File: src/rtl/stream_requantize_if.sv
// Valid/ready beat channel used on both sides of stream_requantize.
// The master drives valid/data, the slave drives ready; a beat moves when valid & ready.
interface stream_requantize_if #(
   parameter int unsigned Width = 8
);
   logic             valid;
   logic             ready;
   logic [Width-1:0] data;

   modport master (output valid, output data, input ready);
   modport slave  (input valid, input data, output ready);
endinterface

File: src/rtl/stream_requantize.sv
// Per-channel bias, round, arithmetic shift, optional ReLU and saturation behind a valid/ready pipeline.
// Define STREAM_REQUANTIZE_STATS_EN to enable the saturation event counter on sat_count_o.
module stream_requantize #(
   parameter int unsigned Channels        = 8,
   parameter int unsigned SumWidth        = 37,
   parameter int unsigned ActivationWidth = 10,
   parameter int unsigned ShiftWidth      = 6,
   parameter int unsigned DefaultShift    = 8,
   parameter bit          DefaultReLU     = 1'b1,
   parameter int unsigned Stages          = 2,
   parameter logic signed [Channels-1:0][SumWidth-1:0] Bias = '0
) (
   input  logic                  clock_i,
   input  logic                  reset_i,
   stream_requantize_if.slave    slave,
   stream_requantize_if.master   master,
   input  logic                  cfg_write_i,
   input  logic [ShiftWidth-1:0] cfg_shift_i,
   input  logic                  cfg_relu_i,
   output logic                  cfg_busy_o,
   output logic [31:0]           sat_count_o
);
   // Two bits of headroom keep sum + bias + rounding term free of overflow.
   localparam int unsigned TW       = SumWidth + 2;
   localparam int unsigned AW       = ActivationWidth;
   localparam int unsigned ChainLen = Stages - 1;

   localparam logic signed [TW-1:0] ReluMax = {{(TW-AW){1'b0}}, {AW{1'b1}}};
   localparam logic signed [TW-1:0] SignMax = {{(TW-AW+1){1'b0}}, {(AW-1){1'b1}}};
   localparam logic signed [TW-1:0] SignMin = {{(TW-AW+1){1'b1}}, {(AW-1){1'b0}}};

   typedef logic [Channels*AW-1:0] act_t;

   if (Stages < 2 || Stages > 4) begin : g_bad_stages
      $error("stream_requantize: Stages must be in 2..4");
   end

   logic [ShiftWidth-1:0] shift_r;
   logic                  relu_r;
   logic [Stages-1:0]     valid, load, valid_in;
   logic                  accept;

   logic signed [TW-1:0]  t_d [Channels];
   logic signed [TW-1:0]  t_q [Channels];
   logic [ShiftWidth-1:0] shift_q;
   logic                  relu_q;

   act_t                  act_d;
   logic                  sat_d;
   act_t                  chain_q  [ChainLen];
   act_t                  chain_in [ChainLen];
   logic [ChainLen-1:0]   sat_q, sat_in;

   // Ready ripples back from the output: a stage may load if empty or if it empties this cycle.
   always_comb begin
      logic nxt;
      nxt  = master.ready;
      load = '0;
      for (int unsigned i = 0; i < Stages; i++) begin
         load[Stages-1-i] = !valid[Stages-1-i] || nxt;
         nxt              = load[Stages-1-i];
      end
   end

   assign slave.ready  = load[0];
   assign accept       = slave.valid && load[0];
   assign cfg_busy_o   = |valid;
   assign valid_in     = {valid[Stages-2:0], slave.valid};
   assign master.valid = valid[Stages-1];
   assign master.data  = chain_q[ChainLen-1];

   always_ff @(posedge clock_i or negedge reset_i) begin
      if (!reset_i) begin
         shift_r <= ShiftWidth'(DefaultShift);
         relu_r  <= DefaultReLU;
      end else if (cfg_write_i && !cfg_busy_o && !accept) begin
         shift_r <= cfg_shift_i;
         relu_r  <= cfg_relu_i;
      end
   end

   // Rounding is skipped once the shift clears every bit; the shift then yields pure sign fill.
   always_comb begin
      logic signed [TW-1:0] rnd;
      rnd = '0;
      if (shift_r != '0 && 32'(shift_r) <= SumWidth)
         rnd = TW'(1) << (shift_r - ShiftWidth'(1));
      for (int unsigned c = 0; c < Channels; c++)
         t_d[c] = TW'(signed'(slave.data[c*SumWidth +: SumWidth]))
                + TW'($signed(Bias[c])) + rnd;
   end

   always_comb begin
      logic signed [TW-1:0] u;
      act_d = '0;
      sat_d = 1'b0;
      for (int unsigned c = 0; c < Channels; c++) begin
         u = t_q[c] >>> shift_q;
         if (relu_q) begin
            if (u[TW-1]) begin
               act_d[c*AW +: AW] = '0;
               sat_d             = 1'b1;
            end else if (u > ReluMax) begin
               act_d[c*AW +: AW] = '1;
               sat_d             = 1'b1;
            end else begin
               act_d[c*AW +: AW] = u[AW-1:0];
            end
         end else begin
            if (u > SignMax) begin
               act_d[c*AW +: AW] = SignMax[AW-1:0];
               sat_d             = 1'b1;
            end else if (u < SignMin) begin
               act_d[c*AW +: AW] = SignMin[AW-1:0];
               sat_d             = 1'b1;
            end else begin
               act_d[c*AW +: AW] = u[AW-1:0];
            end
         end
      end
   end

   always_comb begin
      chain_in[0] = act_d;
      sat_in[0]   = sat_d;
      for (int unsigned j = 1; j < ChainLen; j++) begin
         chain_in[j] = chain_q[j-1];
         sat_in[j]   = sat_q[j-1];
      end
   end

   // Stage 0 also latches the config so each beat keeps the settings present at acceptance.
   always_ff @(posedge clock_i or negedge reset_i) begin
      if (!reset_i) begin
         valid   <= '0;
         shift_q <= '0;
         relu_q  <= 1'b0;
         sat_q   <= '0;
         for (int unsigned c = 0; c < Channels; c++) t_q[c] <= '0;
         for (int unsigned j = 0; j < ChainLen; j++) chain_q[j] <= '0;
      end else begin
         for (int unsigned k = 0; k < Stages; k++)
            if (load[k]) valid[k] <= valid_in[k];
         if (accept) begin
            t_q     <= t_d;
            shift_q <= shift_r;
            relu_q  <= relu_r;
         end
         for (int unsigned j = 0; j < ChainLen; j++) begin
            if (load[j+1] && valid_in[j+1]) begin
               chain_q[j] <= chain_in[j];
               sat_q[j]   <= sat_in[j];
            end
         end
      end
   end

`ifdef STREAM_REQUANTIZE_STATS_EN
   logic [31:0] sat_count;
   always_ff @(posedge clock_i or negedge reset_i) begin
      if (!reset_i)
         sat_count <= '0;
      else if (master.valid && master.ready && sat_q[ChainLen-1] && sat_count != '1)
         sat_count <= sat_count + 32'd1;
   end
   assign sat_count_o = sat_count;
`else
   logic unused_sat;
   assign unused_sat  = sat_q[ChainLen-1];
   assign sat_count_o = '0;
`endif

endmodule

File: src/flat_wrapper.sv
// flat-port wrapper written by rule: the top's interface ports become plain ports
module stream_requantize_flat 
#(
   parameter int unsigned Channels        = 8,
   parameter int unsigned SumWidth        = 37,
   parameter int unsigned ActivationWidth = 10,
   parameter int unsigned ShiftWidth      = 6,
   parameter int unsigned DefaultShift    = 8,
   parameter bit          DefaultReLU     = 1'b1,
   parameter int unsigned Stages          = 2,
   parameter logic signed [Channels-1:0][SumWidth-1:0] Bias = '0
)
  (clock_i, reset_i, cfg_write_i, cfg_shift_i, cfg_relu_i, cfg_busy_o, sat_count_o, slave_valid, slave_data, slave_ready, master_valid, master_data, master_ready);
  stream_requantize_if #(.Width((8)*(37))) slave_i ();
  stream_requantize_if #(.Width((8)*(10))) master_i ();
  input  logic clock_i;
  input  logic reset_i;
  input  logic cfg_write_i;
  input  logic [ShiftWidth-1:0] cfg_shift_i;
  input  logic cfg_relu_i;
  output logic cfg_busy_o;
  output logic [31:0] sat_count_o;
  input wire logic [$bits(slave_i.valid)-1:0] slave_valid;
  input wire logic [$bits(slave_i.data)-1:0] slave_data;
  output wire logic [$bits(slave_i.ready)-1:0] slave_ready;
  output wire logic [$bits(master_i.valid)-1:0] master_valid;
  output wire logic [$bits(master_i.data)-1:0] master_data;
  input wire logic [$bits(master_i.ready)-1:0] master_ready;
  assign slave_i.valid = slave_valid;
  assign slave_i.data = slave_data;
  assign slave_ready = slave_i.ready;
  assign master_valid = master_i.valid;
  assign master_data = master_i.data;
  assign master_i.ready = master_ready;
  stream_requantize #(.Channels(Channels), .SumWidth(SumWidth), .ActivationWidth(ActivationWidth), .ShiftWidth(ShiftWidth), .DefaultShift(DefaultShift), .DefaultReLU(DefaultReLU), .Stages(Stages), .Bias(Bias)) u_core (.clock_i(clock_i), .reset_i(reset_i), .slave(slave_i), .master(master_i), .cfg_write_i(cfg_write_i), .cfg_shift_i(cfg_shift_i), .cfg_relu_i(cfg_relu_i), .cfg_busy_o(cfg_busy_o), .sat_count_o(sat_count_o));
endmodule
File: config.mk
export PLATFORM = sky130hd
export DESIGN_NAME = stream_requantize_flat
export DESIGN_NICKNAME = d
export VERILOG_FILES = /design/src/rtl/stream_requantize_if.sv /design/src/rtl/stream_requantize.sv /design/src/flat_wrapper.sv
export SDC_FILE = /design/constraint.sdc
export NUM_CORES = 2
export LEC_CHECK = 0
export BUFFER_PORTS_ARGS = -buffer_cell sky130_fd_sc_hd__buf_2
export CAP_MARGIN = 5
export CORE_MARGIN = 5
export CORE_UTILIZATION = 45
export CTS_CLUSTER_SIZE = 40
export DETAILED_ROUTE_END_ITERATION = 8
export PLACE_DENSITY = 0.73
export SLEW_MARGIN = 20
export SYNTH_ARGS = -nofsm -noshare
export SYNTH_HDL_FRONTEND = slang
export SYNTH_SLANG_ARGS = --single-unit
File: constraint.sdc
create_clock -name clock_i -period 7.75 [get_ports clock_i]
set_input_delay 2.325 -clock clock_i [delete_from_list [all_inputs] [get_ports clock_i]]
set_output_delay 2.325 -clock clock_i [all_outputs]
set_load 0.005 [all_outputs]
==> summary.txt <==
vias per cell: 6.770
CTS Root Cell: clkbuf_16
final hold vios: 0
HP Class: register to register
Clock transition at path regs: 0.06 ns
EDFF count, synth: 0
vias in the first global route: 51.09k
Area Overhead vs Synth: 8.467%
row count: 125
number of I/O pins: 423
CTS hold repair buffers: 0
initial core utilization: 0.4525
sequential power share: 0.216
TNS Setup: 0 ns
cells after synthesis: 6,502
Die ar.: 0.1236 mm²
Post-synth top flop: dfrtp_1
Synth async-reset ratio: 1.000
CP arrival: 7.17 ns
post-DP HPWL: 204.4 mm
Layout Nets: 7,205
Reg-to-Reg End: u_core.t_q[194]$_DFFE_PN0P_
Post-Syn Area: 0.05252 mm²
DRT iter0 DRCs: 7,214
Max Cap Viol: 0
leak pwr: 24.74 nW
Sw Pwr: 0.009408 W
Commonest cells post-synth: nand2_1 (1,032), o21ai_0 (646), a21oi_1 (532)
power share of the clock group: 0.148
worst r2r path cells: 19
routed wire length: 258.9 mm
Worst setup endpoint: u_core.t_q[194]$_DFFE_PN0P_
layout cells sized above 1: 0.1653
syn_area_per_cell: 8.077 µm²
first-pass GRT wire length: 364.5 mm
remaining antenna violation count: 0
Synth top area share: 0.1935
worst flop-to-flop path startpoint: u_core.shift_r[1]$_DFFE_PN0P_
Slew @ Worst Pin: 1.185 ns
Hold Path Depth: 2
DIE HEIGHT: 351.6 µm
GPL Wtd Cong: 1.029
clk_skew: 0.07956 ns
hold_ws: 0.4684 ns
crit path time final: 6.577 ns
drt wl/cell: 31.68 µm
critical path fanouts, max: 18
# Post-CTS Setup Buffers: 0
Total GRT Usage: 0.4041
Setup crit end kind: register
max-slew violations: 0
Max IR drop VDD: 0.2219 mV
TritonCTS sink count: 408
cell with the most instances after synthesis: nand2_1
RSZ-0062 raised after global routing: no
CP Launch Type: register
synth top area cells: dfrtp_1 (19%), mux4_2 (11%), nand2_1 (7.4%), ha_1 (6.9%), o21ai_0 (6.2%)
CTS tree: yes
largest net degree at the start of global routing: 153
worst reg2reg setup slack: 1.17 ns
sequential fraction of the synthesis area: 0.1945
number of H-tree levels: 2
fin crit share: 0.8487
status: finished clean
Post-route DRC: 0
total core area: 0.1160 mm²
Setup Crit Path Kind: register to register
initial antenna violation count: 16
I/O Buffers: 390
worst-case clock buffer depth: 3
Pint: 0.008279 W
Yosys top cell by area: dfrtp_1
Power Density: 310.5 mW/mm²
TritonRoute pass-1 iters: 6
DR vias: 55.34k
switching share of power: 0.5319
post_cts resized: 0
Synth Warn #: 0
Die X-Extent: 351.6 µm
CTS Buf Count: 50
Comb power frac: 0.635
GRT overflow: 0
Final setup viols: 0
unique cell type count in the Yosys netlist: 116
clk_lat worst skew: 0.73 ns
Slew Limit Headroom: 0.2091
FMAX: 0.1520 GHz
worst path required time: 8.34 ns
register bit count reported by yosys: 408
CP Launch Point: u_core.shift_r[1]$_DFFE_PN0P_
[through the flow]
step           utilization  setup slack (ns)  power, W  area, µm²  cells
3_3_place_gp        0.4751             1.368   0.01455      55130   8079
6_report            0.4909             1.173   0.01769      56960   8174
4_1_cts             0.4907             1.315   0.01722      56950   8171
5_1_grt             0.4908            0.9224   0.01841      56960   8171
3_5_place_dp        0.4752             1.323   0.01457      55150   8079
2_1_floorplan            -             2.396   0.01065      52630   6533
[power groups by stage]
stage / clock [W] / combinational [W] / sequential [W]
after floorplan: 0 / 0.00758 / 0.00307
after global placement: 0 / 0.0108 / 0.00373
after detailed placement: 0 / 0.0108 / 0.00376
after CTS: 0.00265 / 0.0109 / 0.00372
after global routing: 0.00272 / 0.0119 / 0.00383
final: 0.00263 / 0.0112 / 0.00382
[worst min-delay path by stage]
stage / slack, ns / start / endpoint
after CTS: 0.48 / u_core.t_q[0]$_DFFE_PN0P_ / u_core.t_q[0]$_DFFE_PN0P_
after detailed placement: 0.46 / u_core.t_q[0]$_DFFE_PN0P_ / u_core.t_q[0]$_DFFE_PN0P_
final: 0.47 / u_core.master.data[29]$_DFFE_PN0P_ / u_core.master.data[29]$_DFFE_PN0P_
after floorplan: 0.44 / u_core.t_q[0]$_DFFE_PN0P_ / u_core.t_q[0]$_DFFE_PN0P_
after global routing: 0.50 / u_core.master.data[1]$_DFFE_PN0P_ / u_core.master.data[1]$_DFFE_PN0P_
after global placement: 0.46 / u_core.master.data[1]$_DFFE_PN0P_ / u_core.master.data[1]$_DFFE_PN0P_
[area by class of cell]
cell class	count	area, µm²
inverter	94	364.1
clock buffer	64	1394
fill	11390	59080
antenna	3	7.507
multi-input combinational	5530	39560
clock inverter	28	410.4
sequential	408	10230
tap	1524	1907
timing repair buffer	523	3085
[cell usage in the layout (no fill, tap or decap), types with 22 or more instances in the layout]
master / n
conb_1: 32
nand4_1: 54
o211ai_1: 59
nand2b_1: 67
and2_1: 34
nand3_1: 111
o21ai_0: 643
or3_1: 29
o22ai_1: 38
buf_2: 389
clkbuf_16: 50
inv_1: 86
o21ai_1: 34
dfrtp_1: 400
buf_4: 123
nor3_1: 66
xnor2_1: 178
a31oi_1: 76
o31ai_1: 54
o21a_1: 73
nand2_1: 1029
a211oi_1: 106
o21bai_1: 46
a311oi_1: 25
mux2i_1: 229
and3_1: 41
mux2_2: 116
ha_1: 290
a21o_1: 201
nor4_1: 30
xor2_1: 123
a21oi_1: 532
nor2_1: 455
or2_2: 22
a2111oi_0: 24
a221oi_1: 22
nor2b_1: 55
mux4_2: 261
[per-layer routing]
metal  track usage  part of all wire  up-vias  routed length, µm
met1        0.5598              0.41    26870             106100
met3        0.1153              0.12      610              31960
met5             0           0.00010        -                 27
met2        0.5608              0.39     3403             102300
met4        0.2327             0.072        4              18530
li1              -                 -    24460                  -
[cell families (layout without fill, tap and decap cells)]
| group | after synthesis | count (layout) | share of synthesized area |
|---|---|---|---|
| DFF | 408 | 408 | 0.1945 |
| and+or+nand+nor | 2096 | 2096 | 0.1779 |
| adders and majority gates | 304 | 304 | 0.07176 |
| xor gates and xnor gates | 301 | 301 | 0.05020 |
| buffers and inverters | 595 | 709 | 0.05651 |
| other | 1 | 35 | 0.00007140 |
| muxes | 622 | 622 | 0.1884 |
| AOI/OAI and AO/OA | 2175 | 2175 | 0.2607 |
[registers in the layout, indices dropped and copies added (netlist names)]
register            count
u_core.shift_q          6
u_core.relu_r           1
u_core.relu_q           1
u_core.master.data     80
u_core.t_q            312
u_core.valid            2
u_core.shift_r          6
[worst max-delay path: stages (launching register included)]
cell,delay [ns]
dfrtp_1,0.65
nor2_1,0.15
ha_1,0.45
and3b_1,0.74
nand2_1,0.59
xnor2_1,0.27
ha_1,0.23
or3_1,0.37
a31oi_1,0.34
nor4_1,0.15
o31ai_2,0.45
buf_4,0.24
a2111oi_0,0.14
nor3_2,0.25
o31ai_1,0.16
o41a_1,0.44
a311o_1,0.37
and2_1,0.20
mux2i_1,0.13
nor3_1,0.18
No activity file was read; power rests on OpenSTA's default activity.
